### src/rtl/bridge_mem_pkg.sv
// Shared types and elaboration helpers for the bridge-to-memory width adapters.
package bridge_mem_pkg;

  localparam int BUS_W   = 32;
  localparam int MIN_LAT = 1;
  localparam int MAX_LAT = 8;

  typedef enum logic [1:0] {
    IDLE,
    XFER,
    DRAIN
  } state_t;

  function automatic int beats(input int width);
    return BUS_W / width;
  endfunction

  function automatic bit width_legal(input int width);
    return (width == 8) || (width == 16) || (width == 32);
  endfunction

  function automatic bit latency_legal(input int lat);
    return (lat >= MIN_LAT) && (lat <= MAX_LAT);
  endfunction

endpackage

### src/rtl/bridge_mem_if.sv
// Bridge-side request bus and memory-side beat bus; master drives requests.
interface bridge_if;
  logic [31:0] bridge_addr;
  logic [31:0] bridge_wr_data;
  logic        bridge_wr;
  logic        bridge_rd;
  logic [31:0] bridge_rd_data;
  logic        selected;
  logic        busy;
  logic        rd_done;
  logic        overrun;

  modport master (
    output bridge_addr, bridge_wr_data, bridge_wr, bridge_rd,
    input  bridge_rd_data, selected, busy, rd_done, overrun
  );
  modport slave (
    input  bridge_addr, bridge_wr_data, bridge_wr, bridge_rd,
    output bridge_rd_data, selected, busy, rd_done, overrun
  );
endinterface

interface mem_if #(
  parameter int MEM_WIDTH = 8
);
  logic [31:0]          mem_address;
  logic [MEM_WIDTH-1:0] mem_wr_data;
  logic                 mem_wr;
  logic                 mem_rd;
  logic                 mem_ready;
  logic [MEM_WIDTH-1:0] mem_rd_data;

  modport master (
    output mem_address, mem_wr_data, mem_wr, mem_rd,
    input  mem_ready, mem_rd_data
  );
  modport slave (
    input  mem_address, mem_wr_data, mem_wr, mem_rd,
    output mem_ready, mem_rd_data
  );
endinterface

### src/rtl/mem_rd_latency_pipe.sv
// Fixed-latency read-return tracker: valid shift register plus returned-beat counter.
module mem_rd_latency_pipe #(
  parameter int LATENCY = 2,
  parameter int BEATS   = 4
) (
  input  logic clk,
  input  logic reset,
  input  logic accept,
  output logic capture,
  output logic last
);

  logic [LATENCY-1:0] vld_p;
  logic [3:0]         ret_cnt;

  // The oldest stage marks the cycle whose memory data belongs to an accepted beat.
  assign capture = vld_p[LATENCY-1];
  assign last    = capture && (ret_cnt == 4'(BEATS - 1));

  always_ff @(posedge clk or posedge reset) begin
    if (reset) begin
      vld_p   <= '0;
      ret_cnt <= '0;
    end else begin
      vld_p <= (vld_p << 1) | LATENCY'(accept);
      if (capture) begin
        ret_cnt <= last ? 4'd0 : ret_cnt + 4'd1;
      end
    end
  end

endmodule

### src/rtl/bridge_to_mem_words.sv
// Splits 32-bit bridge writes into MEM_WIDTH beats and assembles read beats into words.
module bridge_to_mem_words
  import bridge_mem_pkg::*;
#(
  parameter logic [31:0] valid_bits   = 32'hFFFF_FFFF,
  parameter int          MEM_WIDTH    = 8,
  parameter int          READ_LATENCY = 2,
  parameter bit          BIG_ENDIAN   = 1'b1
) (
  input logic     clk,
  input logic     reset,
  bridge_if.slave bus,
  mem_if.master   mem
);

  localparam int          BEATS     = beats(MEM_WIDTH);
  localparam logic [31:0] STEP      = 32'(MEM_WIDTH / 8);
  localparam logic [2:0]  LAST_BEAT = 3'(BEATS - 1);

  if (!width_legal(MEM_WIDTH)) begin : g_bad_width
    $error("MEM_WIDTH must be 8, 16 or 32");
  end
  if (!latency_legal(READ_LATENCY)) begin : g_bad_latency
    $error("READ_LATENCY must be in 1..8");
  end

  state_t      state;
  logic [31:0] beat_addr;
  logic [31:0] wr_word;
  logic [31:0] asm_word;
  logic [31:0] asm_next;
  logic [31:0] rd_word;
  logic [2:0]  beat_cnt;
  logic        is_read;
  logic        wr_req;
  logic        rd_req;
  logic        done_pulse;
  logic        overrun_flag;
  logic        strobe;
  logic        accept;
  logic        rd_capture;
  logic        rd_last;

  assign bus.selected = ((bus.bridge_addr & ~valid_bits) == 32'd0);
  assign strobe       = (bus.bridge_wr | bus.bridge_rd) & bus.selected;
  assign accept       = (wr_req | rd_req) & mem.mem_ready;

  mem_rd_latency_pipe #(
    .LATENCY (READ_LATENCY),
    .BEATS   (BEATS)
  ) u_rd_pipe (
    .clk     (clk),
    .reset   (reset),
    .accept  (rd_req & mem.mem_ready),
    .capture (rd_capture),
    .last    (rd_last)
  );

  // Shifting by the full bus width empties the register, so MEM_WIDTH=32 needs no special case.
  always_comb begin
    asm_next = asm_word;
    if (BIG_ENDIAN) begin
      asm_next = (asm_word << MEM_WIDTH) | 32'(mem.mem_rd_data);
    end else begin
      asm_next = (asm_word >> MEM_WIDTH) | (32'(mem.mem_rd_data) << (BUS_W - MEM_WIDTH));
    end
  end

  always_ff @(posedge clk or posedge reset) begin
    if (reset) begin
      state        <= IDLE;
      beat_addr    <= '0;
      wr_word      <= '0;
      asm_word     <= '0;
      rd_word      <= '0;
      beat_cnt     <= '0;
      is_read      <= 1'b0;
      wr_req       <= 1'b0;
      rd_req       <= 1'b0;
      done_pulse   <= 1'b0;
      overrun_flag <= 1'b0;
    end else begin
      done_pulse <= 1'b0;
      if (strobe && (state != IDLE)) begin
        overrun_flag <= 1'b1;
      end
      if (rd_capture) begin
        asm_word <= asm_next;
      end
      case (state)
        IDLE: begin
          if (strobe) begin
            beat_addr <= bus.bridge_addr;
            wr_word   <= bus.bridge_wr_data;
            is_read   <= ~bus.bridge_wr;
            wr_req    <= bus.bridge_wr;
            rd_req    <= ~bus.bridge_wr;
            beat_cnt  <= '0;
            state     <= XFER;
          end
        end
        XFER: begin
          if (accept) begin
            beat_addr <= beat_addr + STEP;
            wr_word   <= BIG_ENDIAN ? (wr_word << MEM_WIDTH) : (wr_word >> MEM_WIDTH);
            beat_cnt  <= beat_cnt + 3'd1;
            if (beat_cnt == LAST_BEAT) begin
              wr_req <= 1'b0;
              rd_req <= 1'b0;
              state  <= is_read ? DRAIN : IDLE;
            end
          end
        end
        DRAIN: begin
          if (rd_last) begin
            rd_word    <= asm_next;
            done_pulse <= 1'b1;
            state      <= IDLE;
          end
        end
        default: state <= IDLE;
      endcase
    end
  end

  assign bus.bridge_rd_data = rd_word;
  assign bus.busy           = (state != IDLE);
  assign bus.rd_done        = done_pulse;
  assign bus.overrun        = overrun_flag;
  assign mem.mem_address    = beat_addr;
  assign mem.mem_wr_data    = BIG_ENDIAN ? wr_word[31 -: MEM_WIDTH] : wr_word[MEM_WIDTH-1:0];
  assign mem.mem_wr         = wr_req;
  assign mem.mem_rd         = rd_req;

endmodule
### src/flat_wrapper.sv
// flat-port wrapper written by rule: the top's interface ports become plain ports
module bridge_to_mem_words_flat import bridge_mem_pkg::*;
#(
  parameter logic [31:0] valid_bits   = 32'hFFFF_FFFF,
  parameter int          MEM_WIDTH    = 8,
  parameter int          READ_LATENCY = 2,
  parameter bit          BIG_ENDIAN   = 1'b1
)
  (clk, reset, bus_bridge_addr, bus_bridge_wr_data, bus_bridge_wr, bus_bridge_rd, bus_bridge_rd_data, bus_selected, bus_busy, bus_rd_done, bus_overrun, mem_mem_address, mem_mem_wr_data, mem_mem_wr, mem_mem_rd, mem_mem_ready, mem_mem_rd_data);
  bridge_if bus_i ();
  mem_if #(.MEM_WIDTH(MEM_WIDTH)) mem_i ();
  input logic clk;
  input logic reset;
  input wire logic [$bits(bus_i.bridge_addr)-1:0] bus_bridge_addr;
  input wire logic [$bits(bus_i.bridge_wr_data)-1:0] bus_bridge_wr_data;
  input wire logic [$bits(bus_i.bridge_wr)-1:0] bus_bridge_wr;
  input wire logic [$bits(bus_i.bridge_rd)-1:0] bus_bridge_rd;
  output wire logic [$bits(bus_i.bridge_rd_data)-1:0] bus_bridge_rd_data;
  output wire logic [$bits(bus_i.selected)-1:0] bus_selected;
  output wire logic [$bits(bus_i.busy)-1:0] bus_busy;
  output wire logic [$bits(bus_i.rd_done)-1:0] bus_rd_done;
  output wire logic [$bits(bus_i.overrun)-1:0] bus_overrun;
  output wire logic [$bits(mem_i.mem_address)-1:0] mem_mem_address;
  output wire logic [$bits(mem_i.mem_wr_data)-1:0] mem_mem_wr_data;
  output wire logic [$bits(mem_i.mem_wr)-1:0] mem_mem_wr;
  output wire logic [$bits(mem_i.mem_rd)-1:0] mem_mem_rd;
  input wire logic [$bits(mem_i.mem_ready)-1:0] mem_mem_ready;
  input wire logic [$bits(mem_i.mem_rd_data)-1:0] mem_mem_rd_data;
  assign bus_i.bridge_addr = bus_bridge_addr;
  assign bus_i.bridge_wr_data = bus_bridge_wr_data;
  assign bus_i.bridge_wr = bus_bridge_wr;
  assign bus_i.bridge_rd = bus_bridge_rd;
  assign bus_bridge_rd_data = bus_i.bridge_rd_data;
  assign bus_selected = bus_i.selected;
  assign bus_busy = bus_i.busy;
  assign bus_rd_done = bus_i.rd_done;
  assign bus_overrun = bus_i.overrun;
  assign mem_mem_address = mem_i.mem_address;
  assign mem_mem_wr_data = mem_i.mem_wr_data;
  assign mem_mem_wr = mem_i.mem_wr;
  assign mem_mem_rd = mem_i.mem_rd;
  assign mem_i.mem_ready = mem_mem_ready;
  assign mem_i.mem_rd_data = mem_mem_rd_data;
  bridge_to_mem_words #(.valid_bits(valid_bits), .MEM_WIDTH(MEM_WIDTH), .READ_LATENCY(READ_LATENCY), .BIG_ENDIAN(BIG_ENDIAN)) u_core (.clk(clk), .reset(reset), .bus(bus_i), .mem(mem_i));
endmodule
### config.mk
export PLATFORM = sky130hd
export DESIGN_NAME = bridge_to_mem_words_flat
export DESIGN_NICKNAME = d
export VERILOG_FILES = /design/src/rtl/bridge_mem_pkg.sv /design/src/rtl/bridge_mem_if.sv /design/src/rtl/mem_rd_latency_pipe.sv /design/src/rtl/bridge_to_mem_words.sv /design/src/flat_wrapper.sv
export SDC_FILE = /design/constraint.sdc
export NUM_CORES = 1
export LEC_CHECK = 0
export ABC_AREA = 1
export CAP_MARGIN = 10
export CORE_ASPECT_RATIO = 1.2
export CORE_MARGIN = 1.5
export CORE_UTILIZATION = 45
export CTS_CLUSTER_DIAMETER = 60
export DETAILED_ROUTE_END_ITERATION = 6
export DONT_BUFFER_PORTS = 1
export PLACE_DENSITY = 0.69
export SKIP_CTS_REPAIR_TIMING = 1
export SYNTH_ARGS = -nofsm -noshare
export SYNTH_HDL_FRONTEND = slang
export SYNTH_SLANG_ARGS = --single-unit
### constraint.sdc
create_clock -name clk -period 5.1 [get_ports clk]
set_input_delay 0.765 -clock clk [delete_from_list [all_inputs] [get_ports clk]]
set_output_delay 0.765 -clock clk [all_outputs]
set_load 0.03 [all_outputs]
Word-level counts from Yosys, hierarchy flattened
Index checks and enable logic that the tools add are counted.

storage, ports and cells
  register bits = 136
  bits of input ports = 77
  output and inout port bits = 78
  logic and storage cells = 65

cells by class
  add/sub/neg operators = 3
  equal/unequal tests = 8
  mux-type cells = 24
  bitwise logic cells = 7
  reductions and logical operators = 10

operators by type and width
  operator                                                                  number
  32-bit two-way mux                                                        4
  32-bit case mux with 2 select lines                                       2
  32-bit by 1-bit adder with 32-bit output (second input constant)          1
  32-bit by 8-bit OR with 32-bit output                                     1
  2-bit two-way mux                                                         5
  4-bit AND reduction                                                       2
  1-bit two-way mux                                                         6
  3-bit two-way mux                                                         2
  2-bit by 1-bit inequality test with 1-bit output (second input constant)  3
  2-bit case mux with 3 select lines                                        1
  3-bit case mux with 2 select lines                                        1
  4-bit by 1-bit adder with 4-bit output (second input constant)            1
  4-bit by 2-bit equality test with 1-bit output (second input constant)    1
  4-bit two-way mux                                                         1
  1-bit case mux with 2 select lines                                        2
  2-bit AND reduction                                                       2
  2-bit nonzero test                                                        2
  3-bit by 1-bit adder with 3-bit output (second input constant)            1
  3-bit by 2-bit equality test with 1-bit output (second input constant)    1
  3-bit AND reduction                                                       1
  1-bit bitwise AND                                                         2
  2-bit by 1-bit equality test with 1-bit output (second input constant)    1
  2-bit equality test (second input constant)                               1
  1-bit logical AND                                                         2
  5 further kinds                                                           6

Logic depth before layout (Yosys ltp)
Gate-level depths: netlist of run 1.

  depth in word-level cells = 4
  depth in mapped cells = 10
  mapped depth without buffers = 10

Cells and area by module
From an unflattened synthesis of run 1, not the netlist that was laid out.

second synthesis, totals
  cells, all modules = 895
  area total of the unflattened synthesis = 6787.8 µm²

modules (own cells, without submodules)
  module               times used  cells an instance  area each (µm²)  seq. area each (µm²)
  bridge_to_mem_words  1           864                6531.3           3253.1
  mem_rd_latency_pipe  1           31                 256.5            150.1

Worst setup path before layout of run 1
OpenSTA, ideal clock, no wires.

  path type = register to register
  from = register u_core.beat_addr[0], in the netlist u_core.mem.mem_address[0]
  to = register u_core.beat_addr[24], in the netlist u_core.mem.mem_address[24]
  library setup time = 117 ps
  arrival time = 1628 ps
  data required time = 4983 ps
  path slack = 3355 ps
  stages on the path, launching flop included = 11
  path buffers = 0
  clock period less this slack = 1745 ps
  cells stage by stage = dfrtp_1 -> ha_1 -> nand2_1 -> nor2_4 -> nand2_1 -> nor2_1 -> nand2_1 -> nand2_1 -> nand3_1 -> nand2_1 -> nand2_1

between the ends
  word-level cells in the longest chain between the ends = 3

ends and longest elaborated chain
  what                                      RTL line                    source
  start: declaration                        bridge_to_mem_words.sv:28   logic [31:0] beat_addr;
  start signal: assignment                  bridge_to_mem_words.sv:93   beat_addr <= bus.bridge_addr;
  start signal: assignment                  bridge_to_mem_words.sv:104  beat_addr <= beat_addr + STEP;
  32-bit by 1-bit adder with 32-bit output  bridge_to_mem_words.sv:104
  32-bit two-way mux                        bridge_to_mem_words.sv:103  if (accept) begin
  32-bit case mux with 2 select lines       bridge_to_mem_words.sv:90   case (state)

Every way passes these cells. The select of a mux whose other input is x is not followed.
A chain may end at the register's enable or synchronous reset.

Final worst setup path of run 1
  from = register u_core.state[0]
  to = register u_core.wr_req, in the netlist u_core.mem.mem_wr

between the ends
  word-level cells in the longest chain between the ends = 3
  elaborated cells between the ends (all ways) = 8
  those cells by class = eq/ne (4); mux (1); reduce/logical (3)

ends and longest elaborated chain
  what                                                                                                            RTL line                    source
  start: declaration                                                                                              bridge_to_mem_words.sv:27   state_t state;
  start signal: assignment                                                                                        bridge_to_mem_words.sv:110  state <= is_read ? DRAIN : IDLE;
  2-bit by 1-bit equality test with 1-bit output / 2-bit zero test (equally long branches)                        bridge_to_mem_words.sv:90
  2-bit by 1-bit inequality test with 1-bit output (no source line) / 2-bit nonzero test (equally long branches)  --
  4-bit AND reduction (no source line)                                                                            --
  end signal: assignment                                                                                          bridge_to_mem_words.sv:96   wr_req <= bus.bridge_wr;
  end: declaration                                                                                                bridge_to_mem_words.sv:35   logic wr_req;

Parallel ways exist; a longest one is shown, timed or not.

==> results.yml, run 1 <==
sta:
  fin_skew_ps: 10.58
  rsz0062_at_grt: "false"
  slew_violations: 0
  fmax_mhz: 402.3
  min_period_ps: 2486
  worstMarginPinSlew_ps: 926.9
  fin_setup_tns_ps: 0
  finalSetupViolCount: 0
  maxSlewHeadroom_pct: 37.99
  hold_viol_final: 0
  min_period_over_period_pct: 48.74
  holdWs_ps: 351.7
hold_path:
  min-delay-start: "u_core.u_rd_pipe.vld_p[0]"
  hp-class: "flip-flop to flip-flop"
floorplanning:
  die-area_um2: 15670
  core_area_um2: 14470
  start_util_pct: 46.41
  ios: 155
  chipWidth_um: 114.5
  rows: 48
  die_y_um: 136.8
route:
  drt_iter0_drc: 300
  vias: 5399
  vias_per_cell: 5.065
  wl_per_cell_um: 14.73
  ant_nets: 0
  dr.pass1.iters: 5
  wl_um: 15700
  drc: 0
place:
  dpl_cell_area_um2: 6754
  numPlacedInstances: 1034
  portBuffers: 0
  place_hpwl_um: 10820
  gp_congestion: 0.8790
clocking:
  clk_pin_slew_ps: 60
  cts_tree: "yes"
  htreeDepth: 4
  cts_buffer_depth: 2
  cts_buffers: 17
  cts.sinks: 136
  cts-root-buf: "clkbuf_16"
  clock_latency_ps: 430
final_layout:
  final_common_cell: "nand2_1"
  layout.nets: 934
  drive_above_1_share_pct: 6.005
  regArea_um2: 3403
  area_growth_pct: 9.890
  postLayoutCellArea_um2: 7382
  n_antenna_cell: 0
  instances_no_fill: 1066
  fillers: 1413
  multi_input_comb_area_um2: 2694
  layout_common_cells: "nand2_1, dfrtp_1, o21ai_0"
global_route:
  grt.total_usage_pct: 20.81
  grt_pass1_vias: 4979
  grt-ovfl-total: 0
  grt_pass1_wl_um: 25310
  grt_max_degree: 108
  antenna_found_initial: 0
power:
  powerDensity_nw_per_um2: 741.5
  fin_total_pwr_mw: 5.474
  leakage_nw: 3.469
  ir_worst_vdd_mv: 0.3424
synthesis:
  synth_edf_count: 0
  synth_nets: 956
  avgSynthCellArea_um2: 7.677
  synthCells: 875
  yosysUniqueCellTypes: 35
  syn_area_um2: 6718
  ys_seq_area_share_pct: 50.66
  async_flop_share_pct: 100.0
  yosys_register_bits: 136
  synth_ff_type: "dfrtp_1"
  yosysWarnings: 0
worst_setup_path:
  arrival_ps: 2830
  r2r_start: "u_core.state[0]"
  slowest_stage: "buf_4"
  crit_type: "flip-flop to flip-flop"
  required_ps: 5440
  cp-startpoint: "u_core.state[0]"
  critPathMaxStageDelay_ps: 630
  critPathLaunchType: "flip-flop"
  cp_max_fo: 83
  crit_chain: "buf_4, inv_2, nor2_4, buf_4, inv_1, o21ai_1, o21ai_0, o21ai_0"
  crit_path_end_kind: "flip-flop"
status:
  status: "finished, final reports clean"
flow_run:
  maxCapViolCount: 0
flip-flops by register name, summed over array words and instances, names as in the netlist, 2 cells and up:
signal and flops:
u_core.asm_word 24, u_core.beat_cnt 3, u_core.bus.bridge_rd_data 32, u_core.mem.mem_address 32
u_core.state 2, u_core.u_rd_pipe.ret_cnt 4, u_core.u_rd_pipe.vld_p 2, u_core.wr_word 32
where the power goes:
part           internal (mW)  switching (mW)
Sequential              1.52           0.814
Combinational          0.591            1.25
Clock                  0.796           0.506
cell usage after synthesis, types with 4 or more instances:
| master | number | share of area (%) |
|---|---|---|
| a21oi_1 | 17 | 1.3 |
| buf_2 | 18 | 1.3 |
| buf_4 | 13 | 1.5 |
| clkbuf_1 | 12 | 0.67 |
| dfrtp_1 | 136 | 51 |
| ha_1 | 4 | 0.75 |
| inv_1 | 93 | 5.2 |
| nand2_1 | 279 | 16 |
| nand3_1 | 40 | 3.0 |
| nor2_1 | 87 | 4.9 |
| nor2_4 | 4 | 0.67 |
| nor3_1 | 5 | 0.37 |
| o211ai_1 | 17 | 1.9 |
| o21ai_0 | 103 | 7.7 |
| o21ai_1 | 13 | 0.97 |
layer usage:
layer	wire, µm	track usage, %
met5	0	0
met4	235	8.681
met3	1242	6.732
met2	7768	33.97
met1	6452	25.38
area by class of cell:
| class | instances | area share, % |
|---|---|---|
| Tap cell | 200 | 3.390 |
| Sequential cell | 136 | 46.10 |
| Clock buffer | 18 | 5.949 |
| Inverter | 97 | 5.000 |
| Clock inverter | 14 | 2.559 |
| Multi-Input combinational cell | 596 | 36.49 |
| Timing Repair Buffer | 5 | 0.5085 |
through the flow:
stage	setup slack (ps)	util, %
3_5_place_dp	2654	46.66
2_1_floorplan	695.5	-
5_1_grt	2357	51.00
6_report	2614	51.00
3_3_place_gp	2703	46.66
4_1_cts	2627	51.00
worst max-delay path: cells and delay by family (launching register included):
family,cells,cell delay [ps]
buf+inv,4,1390
compound gates,3,480
simple gates,1,130
flops,1,360
cell families (layout without fill, tap and decap cells):
kind of cell               Yosys count  in the layout  share of synthesized area (%)
and+or+nand+nor                    428            428                          25.85
AOI/OAI and AO/OA                  160            160                          12.87
buffers and inverters              143            134                          9.387
DFF                                136            136                          50.66
adders and majority gates            4              4                         0.7450
xor gates and xnor gates             2              2                         0.2608
other                                1              1                        0.05582
muxes                                1              1                         0.1676
path summary, 6_finish.rpt:
| path | to | slack, ps | cells after the start |
|---|---|---|---|
| setup / recovery | u_core.mem.mem_wr | 2610 | 8 |
| hold / removal | u_core.u_rd_pipe.vld_p[1] | 350 | 0 |
| setup reg to reg | u_core.mem.mem_wr | 2610 | 8 |
| hold reg to reg | u_core.u_rd_pipe.vld_p[1] | 350 | 0 |
| max in group asynchronous | u_core.mem.mem_address[26] | 3740 | 2 |
| min in group asynchronous | u_core.wr_word[28] | 400 | 1 |
No activity file was read; power rests on OpenSTA's default activity.
==> run 2, diff against run 1 <==
--- a/config.mk
+++ b/config.mk
@@ -13,7 +13,7 @@
 export CTS_CLUSTER_DIAMETER = 60
 export DETAILED_ROUTE_END_ITERATION = 6
 export DONT_BUFFER_PORTS = 1
-export PLACE_DENSITY = 0.69
+export PLACE_DENSITY = 0.71
 export SKIP_CTS_REPAIR_TIMING = 1
 export SYNTH_ARGS = -nofsm -noshare
 export SYNTH_HDL_FRONTEND = slang
==> constraint.sdc (replaced) <==
create_clock -name clk -period 2.21 [get_ports clk]
set_input_delay 0.3315 -clock clk [delete_from_list [all_inputs] [get_ports clk]]
set_output_delay 0.3315 -clock clk [all_outputs]
set_load 0.03 [all_outputs]
==> run 2 against run 1 <==
The run now ends with hold timing left. Sequential cell count is the same. First-iteration DRC count is 48% higher. Critical endpoint is now u_core.mem.mem_address[14]. Die area unchanged. Global-route usage is 0.27 points higher. Final cell count up 1.5%. Critical path depth unchanged. Largest power group unchanged.
==> results.yml, run 2 (synthesis results as in run 1) <==
status:
  status: "finished with violations"
  violations: "hold timing"
clocking:
  cts_tree: "yes"
  clock_latency_ps: 420
  clk_pin_slew_ps: 60
  cts.sinks: 136
  cts_buffer_depth: 2
  htreeDepth: 4
  cts_buffers: 17
  cts-root-buf: "clkbuf_16"
global_route:
  grt_pass1_vias: 5092
  grt.total_usage_pct: 21.08
  antenna_found_initial: 0
  grt_max_degree: 137
  grt-ovfl-total: 0
  grt_pass1_wl_um: 25630
worst_setup_path:
  reg2reg_to: "u_core.mem.mem_address[14]"
  critPathMaxStageDelay_ps: 480
  required_ps: 2520
  r2r_cells: 8
  slowest_stage: "dfrtp_1"
  r2r_start: "u_core.state[1]"
  crit_path_end_kind: "flip-flop"
  arrival_ps: 2160
  crit_chain: "nor2_1, nand3_1, nand2_2, inv_2, nand2_4, nor2_1, o21ai_0, inv_1"
  critPathLaunchType: "flip-flop"
  cp_common_cell: "nor2_1"
  rrSetupSlack_ps: 350
  path_buf_inv: 2
  cp_max_fo: 51
  crit_type: "flip-flop to flip-flop"
  critPathTopFamily: "simple AND/OR/NAND/NOR gates"
place:
  dpl_worst_slack_ps: 329.5
  gp_congestion: 0.8586
  place_hpwl_um: 10950
  portBuffers: 0
  numPlacedInstances: 1050
sta:
  fin_setup_tns_ps: 0
  worstMarginPinSlew_ps: 739.2
  finalSetupViolCount: 0
  fin_skew_ps: 8.598
  min_period_over_period_pct: 83.94
  setup_slack_ps: 354.9
  rsz0062_at_grt: "false"
  maxSlewHeadroom_pct: 50.72
  fmax_mhz: 539.0
  hold_viol_final: 1
  holdWs_ps: -2.991
  min_period_ps: 1855
  slew_violations: 0
final_layout:
  fillers: 1375
  drive_above_1_share_pct: 7.256
  final_common_cell: "nand2_1"
  multi_input_comb_area_um2: 2691
  layout.nets: 950
  n_antenna_cell: 0
  regArea_um2: 3403
  instances_no_fill: 1082
  layout_common_cells: "nand2_1, dfrtp_1, o21ai_0"
  area_growth_pct: 11.21
floorplanning:
  ios: 155
  start_util_pct: 46.41
  die_y_um: 136.8
  die-area_um2: 15670
  rows: 48
  chipWidth_um: 114.5
  core_area_um2: 14470
power:
  ir_worst_vdd_mv: 0.8243
  combPwrFrac_pct: 38.9
  intPower_mw: 6.689
  fin_total_pwr_mw: 12.60
  p_clk_share_pct: 21.0
  switching_power_mw: 5.910
  switching_share_pct: 46.91
  powerDensity_nw_per_um2: 1687
  p_seq_share_pct: 40.1
  leakage_nw: 3.526
route:
  wl_um: 15820
  vias_per_cell: 5.102
  dr.pass1.iters: 5
  wl_per_cell_um: 14.62
  vias: 5520
  ant_nets: 0
  drc: 0
  drt_iter0_drc: 445
hold_path:
  hp-class: "primary input to asynchronous set/reset pin"
flow_run:
  maxCapViolCount: 0
## run 2: cell types whose count changed in the layout (fill, tap and decap cells not counted), sizes merged
cell	previous run	this run
buf	5	21
inv	100	95
clkbuf	18	21
clkinv	6	9
bufinv	3	1
clkinvlp	2	3
## run 2: layout make-up
| type | count | share of cell area [%] |
|---|---|---|
| repair buffers | 21 | 2.780 |
| flip-flops and latches | 136 | 45.55 |
| well taps | 200 | 3.350 |
| multi-input cells | 596 | 36.02 |
| clock inverters | 11 | 1.340 |
| clock buffers | 21 | 6.029 |
| inverters | 97 | 4.924 |
## run 2: through the flow
stage / util (%) / cell area (µm²)
after floorplan: - / 6721
after global placement: 47.81 / 6920
after detailed placement: 47.81 / 6920
after CTS: 51.62 / 7471
after global routing: 51.62 / 7471
final: 51.62 / 7471
## run 2: worst max path at each step
stage	startpoint	end	slack, ps	cells after the start
floorplan	reset	u_core.asm_word[0]	190	1
global placement	u_core.state[1]	u_core.mem.mem_address[14]	360	8
detailed placement	u_core.state[1]	u_core.mem.mem_address[14]	330	8
CTS	u_core.state[1]	u_core.mem.mem_address[14]	320	8
global route	u_core.state[1]	u_core.mem.mem_address[14]	170	8
finish	u_core.state[1]	u_core.mem.mem_address[14]	350	8
## run 2: power by group through the flow
stage / clock network, mW / logic, mW / registers (mW)
finish: 2.65 / 4.90 / 5.05
global route: 2.82 / 5.64 / 5.18
CTS: 2.70 / 4.97 / 5.06
detailed placement: 0 / 4.94 / 5.10
global placement: 0 / 4.84 / 5.05
floorplan: 0 / 3.90 / 4.96
## run 2: per-layer routing
layer / share of wire (%) / track usage [%] / wire, µm
met3: 7.8 / 7.086 / 1236
met5: 0 / 0 / 0
met2: 48 / 33.37 / 7581
met4: 2.3 / 9.167 / 360
met1: 42 / 26.27 / 6646
